## src/rtl/sram_pkg.sv

```systemverilog
// sram_pkg: shared types and constants for the external 16-bit SRAM controller
package sram_pkg;
    typedef enum logic [1:0] {IDLE, LOW, HIGH, DONE} state_e;
    localparam logic [31:0] MEM_BASE_DEF = 32'd1024;
    localparam int SRAM_AW = 18;
    localparam int SRAM_DW = 16;
endpackage

```

## src/rtl/sram_ctrl.sv

```systemverilog
// sram_ctrl: splits each 32-bit load/store into two timed half-word SRAM accesses, low half first
module sram_ctrl
    import sram_pkg::*;
#(
    parameter int          WAIT_CYC = 2,
    parameter logic [31:0] MEM_BASE = MEM_BASE_DEF
) (
    input  logic               clk,
    input  logic               rst,
    input  logic               rd_en,
    input  logic               wr_en,
    input  logic [31:0]        address,
    input  logic [31:0]        wdata,
    output logic [31:0]        rdata,
    output logic               ready,
    output logic [SRAM_AW-1:0] sram_addr,
    output logic [SRAM_DW-1:0] sram_dq_o,
    input  logic [SRAM_DW-1:0] sram_dq_i,
    output logic               sram_dq_oe,
    output logic               sram_we_n
);
    localparam int CW = (WAIT_CYC > 1) ? $clog2(WAIT_CYC) : 1;
    localparam logic [CW-1:0] LAST = CW'(WAIT_CYC - 1);

    state_e             state_q, state_d;
    logic [CW-1:0]      cnt_q, cnt_d;
    logic               rd_q, rd_d;
    logic [SRAM_AW-2:0] word_q, word_d;
    logic [31:0]        wdata_q, wdata_d, rdata_q, rdata_d;
    logic [SRAM_AW-1:0] addr_q, addr_d;
    logic               req, busy, last;

    always_comb begin
        req     = rd_en | wr_en;
        busy    = (state_q == LOW) || (state_q == HIGH);
        last    = cnt_q == LAST;
        state_d = state_q;
        cnt_d   = busy ? (last ? '0 : cnt_q + 1'b1) : cnt_q;
        rd_d    = rd_q;
        word_d  = word_q;
        wdata_d = wdata_q;
        rdata_d = rdata_q;
        unique case (state_q)
            IDLE: if (req) begin
                state_d = LOW;
                cnt_d   = '0;
                rd_d    = rd_en;
                word_d  = (SRAM_AW-1)'((address - MEM_BASE) >> 2);
                wdata_d = wdata;
            end
            LOW: if (last) begin
                state_d = HIGH;
                if (rd_q) rdata_d[15:0] = sram_dq_i;
            end
            HIGH: if (last) begin
                state_d = DONE;
                if (rd_q) rdata_d[31:16] = sram_dq_i;
            end
            DONE: state_d = IDLE;
            default: state_d = IDLE;
        endcase
        // the address register only tracks the active phase so it holds its last value when idle
        addr_d     = busy ? {word_q, state_q == HIGH} : addr_q;
        sram_addr  = addr_d;
        sram_dq_oe = busy & ~rd_q;
        sram_we_n  = ~(sram_dq_oe & ~last);
        sram_dq_o  = (state_q == HIGH) ? wdata_q[31:16] : (state_q == LOW) ? wdata_q[15:0] : '0;
        ready      = ~req | (state_q == DONE);
        rdata      = rdata_q;
    end

    always_ff @(posedge clk or posedge rst) begin
        if (rst) begin
            state_q <= IDLE;
            cnt_q   <= '0;
            rd_q    <= 1'b0;
            word_q  <= '0;
            wdata_q <= '0;
            rdata_q <= '0;
            addr_q  <= '0;
        end else begin
            state_q <= state_d;
            cnt_q   <= cnt_d;
            rd_q    <= rd_d;
            word_q  <= word_d;
            wdata_q <= wdata_d;
            rdata_q <= rdata_d;
            addr_q  <= addr_d;
        end
    end
endmodule

```

## config.mk

```make
export PLATFORM = sky130hd
export DESIGN_NAME = sram_ctrl
export DESIGN_NICKNAME = d
export VERILOG_FILES = /design/src/rtl/sram_pkg.sv /design/src/rtl/sram_ctrl.sv
export SDC_FILE = /design/constraint.sdc
export NUM_CORES = 1
export LEC_CHECK = 0
export ABC_AREA = 0
export ABC_CLOCK_PERIOD_IN_PS = 5470
export CORE_MARGIN = 1
export CORE_UTILIZATION = 42
export DETAILED_ROUTE_END_ITERATION = 8
export GPL_ROUTABILITY_DRIVEN = 1
export PLACE_DENSITY = 0.76
export SLEW_MARGIN = 20
export SYNTH_ARGS = -nofsm -noshare
export SYNTH_HDL_FRONTEND = slang
export SYNTH_SLANG_ARGS = --single-unit
```

## constraint.sdc

```tcl
create_clock -name clk -period 5.47 [get_ports clk]
set_input_delay 1.094 -clock clk [delete_from_list [all_inputs] [get_ports clk]]
set_output_delay 1.094 -clock clk [all_outputs]
set_load 0.01 [all_outputs]
```

# Word level (Yosys, flattened, before mapping)
# Index checks and enable logic that the tools add are counted.
[totals]
output_inout_bits = 69
mem_count = 0
register_bits = 103
input_bits = 84
mem_bits_ro = 0
latch_bits = 0
ram_bits = 0
word_cells = 41
[op_classes]
magnitude_cmp = 0
eq_ne = 6
addsub = 2
reduce_logical = 6
n_shift = 0
bitwise_logic = 8
n_div = 0
multipliers = 0
muxes = 11
[ops]
columns = ["cell", "n"]
rows = [
  ["$mux 16", 2],
  ["$sub 19x11->19 const B", 1],
  ["$mux 18", 1],
  ["$reduce_and 3->1", 3],
  ["$pmux 2 s4", 1],
  ["$mux 2", 3],
  ["$ne 2x2->1 const B", 3],
  ["$eq 2x2->1 const B", 2],
  ["$mux 1", 4],
  ["$not 1->1", 4],
  ["$and 1x1->1", 2],
  ["$eq 2x1->1 const B", 1],
  ["$logic_not 2->1", 1],
  ["$or 1x1->1", 2],
  ["$reduce_and 2->1", 1],
  ["$add 1x1->1 const B", 1],
  ["$logic_or 1x1->1", 1],
]

# Longest topological paths before layout
[depth]
word_depth = 5
mapped_depth = 7
ltp_nobuf = 5

# Least setup slack after synthesis
# No wires, ideal clock.
[synth_timing]
kind = "register -> output"
start = "register state_q[1]"
end = "output sram_dq_o[10]"
path_stages_with_launch = 7
required_time_ns = 4.376
n_path_buf = 2
arrival_time_ns = 1.492
slack_ns = 2.884
path_cell_list = "dfrtp_1 -> inv_1 -> ha_1 -> clkbuf_1 -> clkbuf_1 -> nand2_1 -> o21ai_0"
[synth_between]
elab_chain_cells = 3
word_cells_on_any_way = 4
cone_classes = "eq/ne: 2; mux: 2"
[synth_rtl]
columns = ["item", "line_no", "source"]
rows = [
  ["start: declaration", "sram_ctrl.sv:25", "state_e state_q, state_d;"],
  ["start signal: assignment", "sram_ctrl.sv:82", "state_q <= state_d;"],
  ["$eq 2x1->1", "sram_ctrl.sv:67", "sram_dq_o = (state_q == HIGH) ? wdata_q[31:16] : (state_q == LOW) ? wdata_q[15:0] : '0;"],
  ["$mux 16", "sram_ctrl.sv:67", ""],
  ["$mux 16 *", "sram_ctrl.sv:67", ""],
  ["end: declaration", "sram_ctrl.sv:17", "output logic [SRAM_DW-1:0] sram_dq_o,"],
]
# Every way passes the cells marked *; elsewhere a longest branch is shown, timed or not.

# Final worst setup path
[layout_timing]
start = "register state_q[0]"
end = "output sram_addr[17]"
[layout_between]
elab_chain_cells = 3
word_cells_on_any_way = 4
cone_classes = "eq/ne: 2; mux: 1; reduce/logical: 1"
[layout_rtl]
columns = ["item", "line_no", "source"]
rows = [
  ["$eq 2x1->1 / $eq 2x2->1 (equally long branches)", "sram_ctrl.sv:35", "busy = (state_q == LOW) || (state_q == HIGH);"],
  ["$logic_or 1x1->1 *", "sram_ctrl.sv:35", ""],
  ["$mux 18 *", "sram_ctrl.sv:63", "addr_d = busy ? {word_q, state_q == HIGH} : addr_q;"],
  ["end: declaration", "sram_ctrl.sv:16", "output logic [SRAM_AW-1:0] sram_addr,"],
]
# Marked as above.

==> flow_metrics.py <==
metrics = {
    "synth": {
        "avgSynthCellArea_sq_um": 10.6,
        "synth_cell_types": 26,
        "yosys-top-cells-area": "dfrtp_1 (60%), nand2_1 (14%), mux2_2 (13%), o21ai_0 (2.6%), clkbuf_1 (1.8%)",
        "syn-num-nets": 495,
        "synthCells": 405,
        "synth_area_sq_um": 4270,
        "synth_top_area_share_pct": 60.3,
        "yosysMostFrequentCell": "nand2_1",
        "synth-async-reset-ratio_pct": 100,
        "synth_ff_type": "dfrtp_1",
        "synth_edf_count": 0,
        "synth_top_area_cell": "dfrtp_1",
        "ys_top_cells_by_count": "nand2_1 (159), dfrtp_1 (103), mux2_2 (51)",
        "postSynthRegisterBits": 103,
        "yosysWarnings": 0,
        "seq_area_frac_synth_pct": 60.3,
    },
    "sta": {
        "finalCriticalPeriod_ns": 3.79,
        "tns_ns": 0,
        "fin_crit_sh_pct": 69.4,
        "grt_setup_unrepaired": "no",
        "worst_pin_slew_ns": 0.968,
        "slew_headroom_pct": 35.5,
        "setup_viol": 0,
        "skew_ns": 0.0133,
        "max_freq_mhz": 264,
        "hold_violations": 0,
        "slew_violations": 0,
    },
    "hold_path": {
        "hold_path_class": "reg2reg",
    },
    "clock_tree": {
        "cts_buffers": 9,
        "h-tree-depth": 3,
        "cts_tree": "yes",
        "numClockSinks": 103,
        "cts_setup_buffers": 0,
        "cts-root-buf": "clkbuf_8",
        "clock_path_buffers": 2,
        "clkTransAtPathRegs_ns": 0.08,
        "ctsResizeCount": 0,
        "postCtsHoldBufs": 0,
        "clk_latency_ns": 0.36,
    },
    "critical_path": {
        "crit_path_end_kind": "primary output",
        "slowest_stage": "ha_1",
        "cp.required_ns": 4.38,
        "worstPathCellList": "inv_1 > ha_1 > mux2_2 > clkdlybuf4s50_1",
        "worstPathMaxFanout": 21,
        "worstSetupPathType": "reg2out",
        "critPathMaxStageDelay_ns": 0.89,
        "cp-start-kind": "flop",
        "worstPathBufferInverterCount": 2,
        "critPathArrivalTime_ns": 2.70,
        "crit_family": "adder cells",
    },
    "cells_and_area": {
        "nNetsFinal": 624,
        "antenna_cells": 0,
        "layout-drive-gt1-share_pct": 13.9,
        "synthToLayoutAreaGrowth_pct": 40.0,
        "fin_cells": 671,
        "final_util_pct": 60.9,
        "nFillCells": 868,
        "final_area_sq_um": 5980,
    },
    "pwr": {
        "power.switching_fraction_pct": 34.4,
        "pwr-share-clk_pct": 14.0,
        "p_sw_mw": 1.28,
        "cell_internal_pwr_mw": 2.43,
        "comb_power_share_pct": 50.4,
        "leakagePower_nw": 2.67,
        "vdd_ir_drop_max_uv": 341,
        "share_seq_of_total_power_pct": 35.7,
        "powerDensity_nw_per_um2": 619,
    },
    "routing": {
        "remaining_drc_errors": 0,
        "ant_nets": 0,
        "drtIter0Drc": 48,
        "avgRoutedWirePerCell_um": 14.1,
        "dr.pass1.iters": 4,
        "vias": 3215,
        "viasPerCell": 4.79,
        "drt-total-wl_um": 9480,
    },
    "job": {
        "drv_cap": 0,
    },
    "global_routing": {
        "antenna_found_initial": 0,
        "grt_max_degree": 53,
        "grt_pass1_wl_um": 15200,
        "grt_util_all_layers_pct": 18.9,
        "overflow": 0,
        "grt_pass1_vias": 3174,
    },
    "placement": {
        "place_hpwl_um": 6580,
        "io_buffers": 137,
        "placed_cells": 656,
        "gp_congestion": 0.710,
        "dpl-instance-area_sq_um": 5760,
    },
    "die": {
        "fp.dieW_um": 103,
        "core_sq_um": 9820,
        "num_rows": 36,
        "die_area_sq_um": 10600,
        "die_h_um": 103,
        "start_util_pct": 43.5,
        "ioPinCount": 153,
    },
    "run_status": {
        "outcome": "finished, final reports clean",
    },
}
## state kept, by name (all words and copies together) (netlist names)
name / flops
state_q: 2
wdata_q: 32
rdata: 32
cnt_q: 1
addr_q: 18
word_q: 17
rd_q: 1
## power by group through the flow
stage,combinational (mW),clock [mW],sequential (mW)
after CTS,1.90,0.537,1.32
after floorplan,0.938,0,1.36
after global placement,1.84,0,1.31
final,1.87,0.517,1.32
after detailed placement,1.89,0,1.34
after global routing,2.05,0.563,1.37
## metrics by stage
step	setup WS, ns	power [mW]	hold slack, ns
2_1_floorplan	1.67	2.30	0.440
3_3_place_gp	1.87	3.16	0.452
3_5_place_dp	1.86	3.23	0.460
4_1_cts	1.60	3.76	0.485
5_1_grt	1.54	3.98	0.506
6_report	1.68	3.70	0.480
## kinds of logic (layout without fill, tap and decap cells)
| group | after synthesis | after routing | share of synthesized area (%) |
|---|---|---|---|
| AOI/OAI and AO/OA | 33 | 33 | 4.42 |
| xor gates and xnor gates | 2 | 2 | 0.410 |
| adders and majority gates | 6 | 6 | 1.76 |
| buffers and inverters | 27 | 160 | 2.40 |
| DFF | 103 | 103 | 60.3 |
| muxes | 52 | 52 | 13.7 |
| and+or+nand+nor | 182 | 182 | 17.0 |
## path summary, 6_finish.rpt
check | startpoint | end | slack [ns] | cells after the start
max reg2reg | state_q[1]$_DFFE_PP0P_ | rdata[6]$_DFFE_PP0P_ | 2.86 | 4
min reg2reg | wdata_q[0]$_DFFE_PP0P_ | wdata_q[0]$_DFFE_PP0P_ | 0.48 | 2
min in group asynchronous | rst | wdata_q[27]$_DFFE_PP0P_ | 1.17 | 2
min | wdata_q[0]$_DFFE_PP0P_ | wdata_q[0]$_DFFE_PP0P_ | 0.48 | 2
max in group asynchronous | rst | rdata[13]$_DFFE_PP0P_ | 3.20 | 3
max | state_q[0]$_DFFE_PP0P_ | sram_addr[17] | 1.68 | 4
## tightest hold or removal path, delay by kind of cell (launching register included)
family | cells | cell delay, ns
and+or+nand+nor | 2 | 0.10
DFF | 1 | 0.35
## layer usage
layer | GRT usage [%] | wire length (um) | up-vias
met3 | 5.69 | 654 | 12
met4 | 6.28 | 127 | 0
met1 | 24.3 | 4170 | 1537
met2 | 30.7 | 4530 | 92
li1 | - | - | 1574
met5 | 0 | 0 | -
## area by class of cell
cell class	instances	area, sq um	area share [%]
sequential	103	2580	43.1
clock buffer	10	138	2.30
tap	133	166	2.78
clock inverter	5	82.6	1.38
inverter	6	25.0	0.418
timing repair buffer	139	1390	23.2
multi-input combinational	275	1610	26.9
## cells in the final DEF (no fill, tap or decap), types with 2 or more instances in the layout
| cell type | instances |
|---|---|
| bufinv_16 | 2 |
| nor2_1 | 10 |
| xnor2_1 | 2 |
| mux2_2 | 51 |
| inv_1 | 5 |
| nand3_1 | 3 |
| a31oi_1 | 5 |
| or4b_1 | 2 |
| o31ai_1 | 2 |
| or3_1 | 2 |
| nand2_1 | 159 |
| clkdlybuf4s50_1 | 137 |
| buf_4 | 2 |
| ha_1 | 5 |
| o21ai_0 | 21 |
| clkinv_4 | 2 |
| clkbuf_8 | 10 |
| dfrtp_1 | 103 |
No activity file was read; power rests on OpenSTA's default activity.
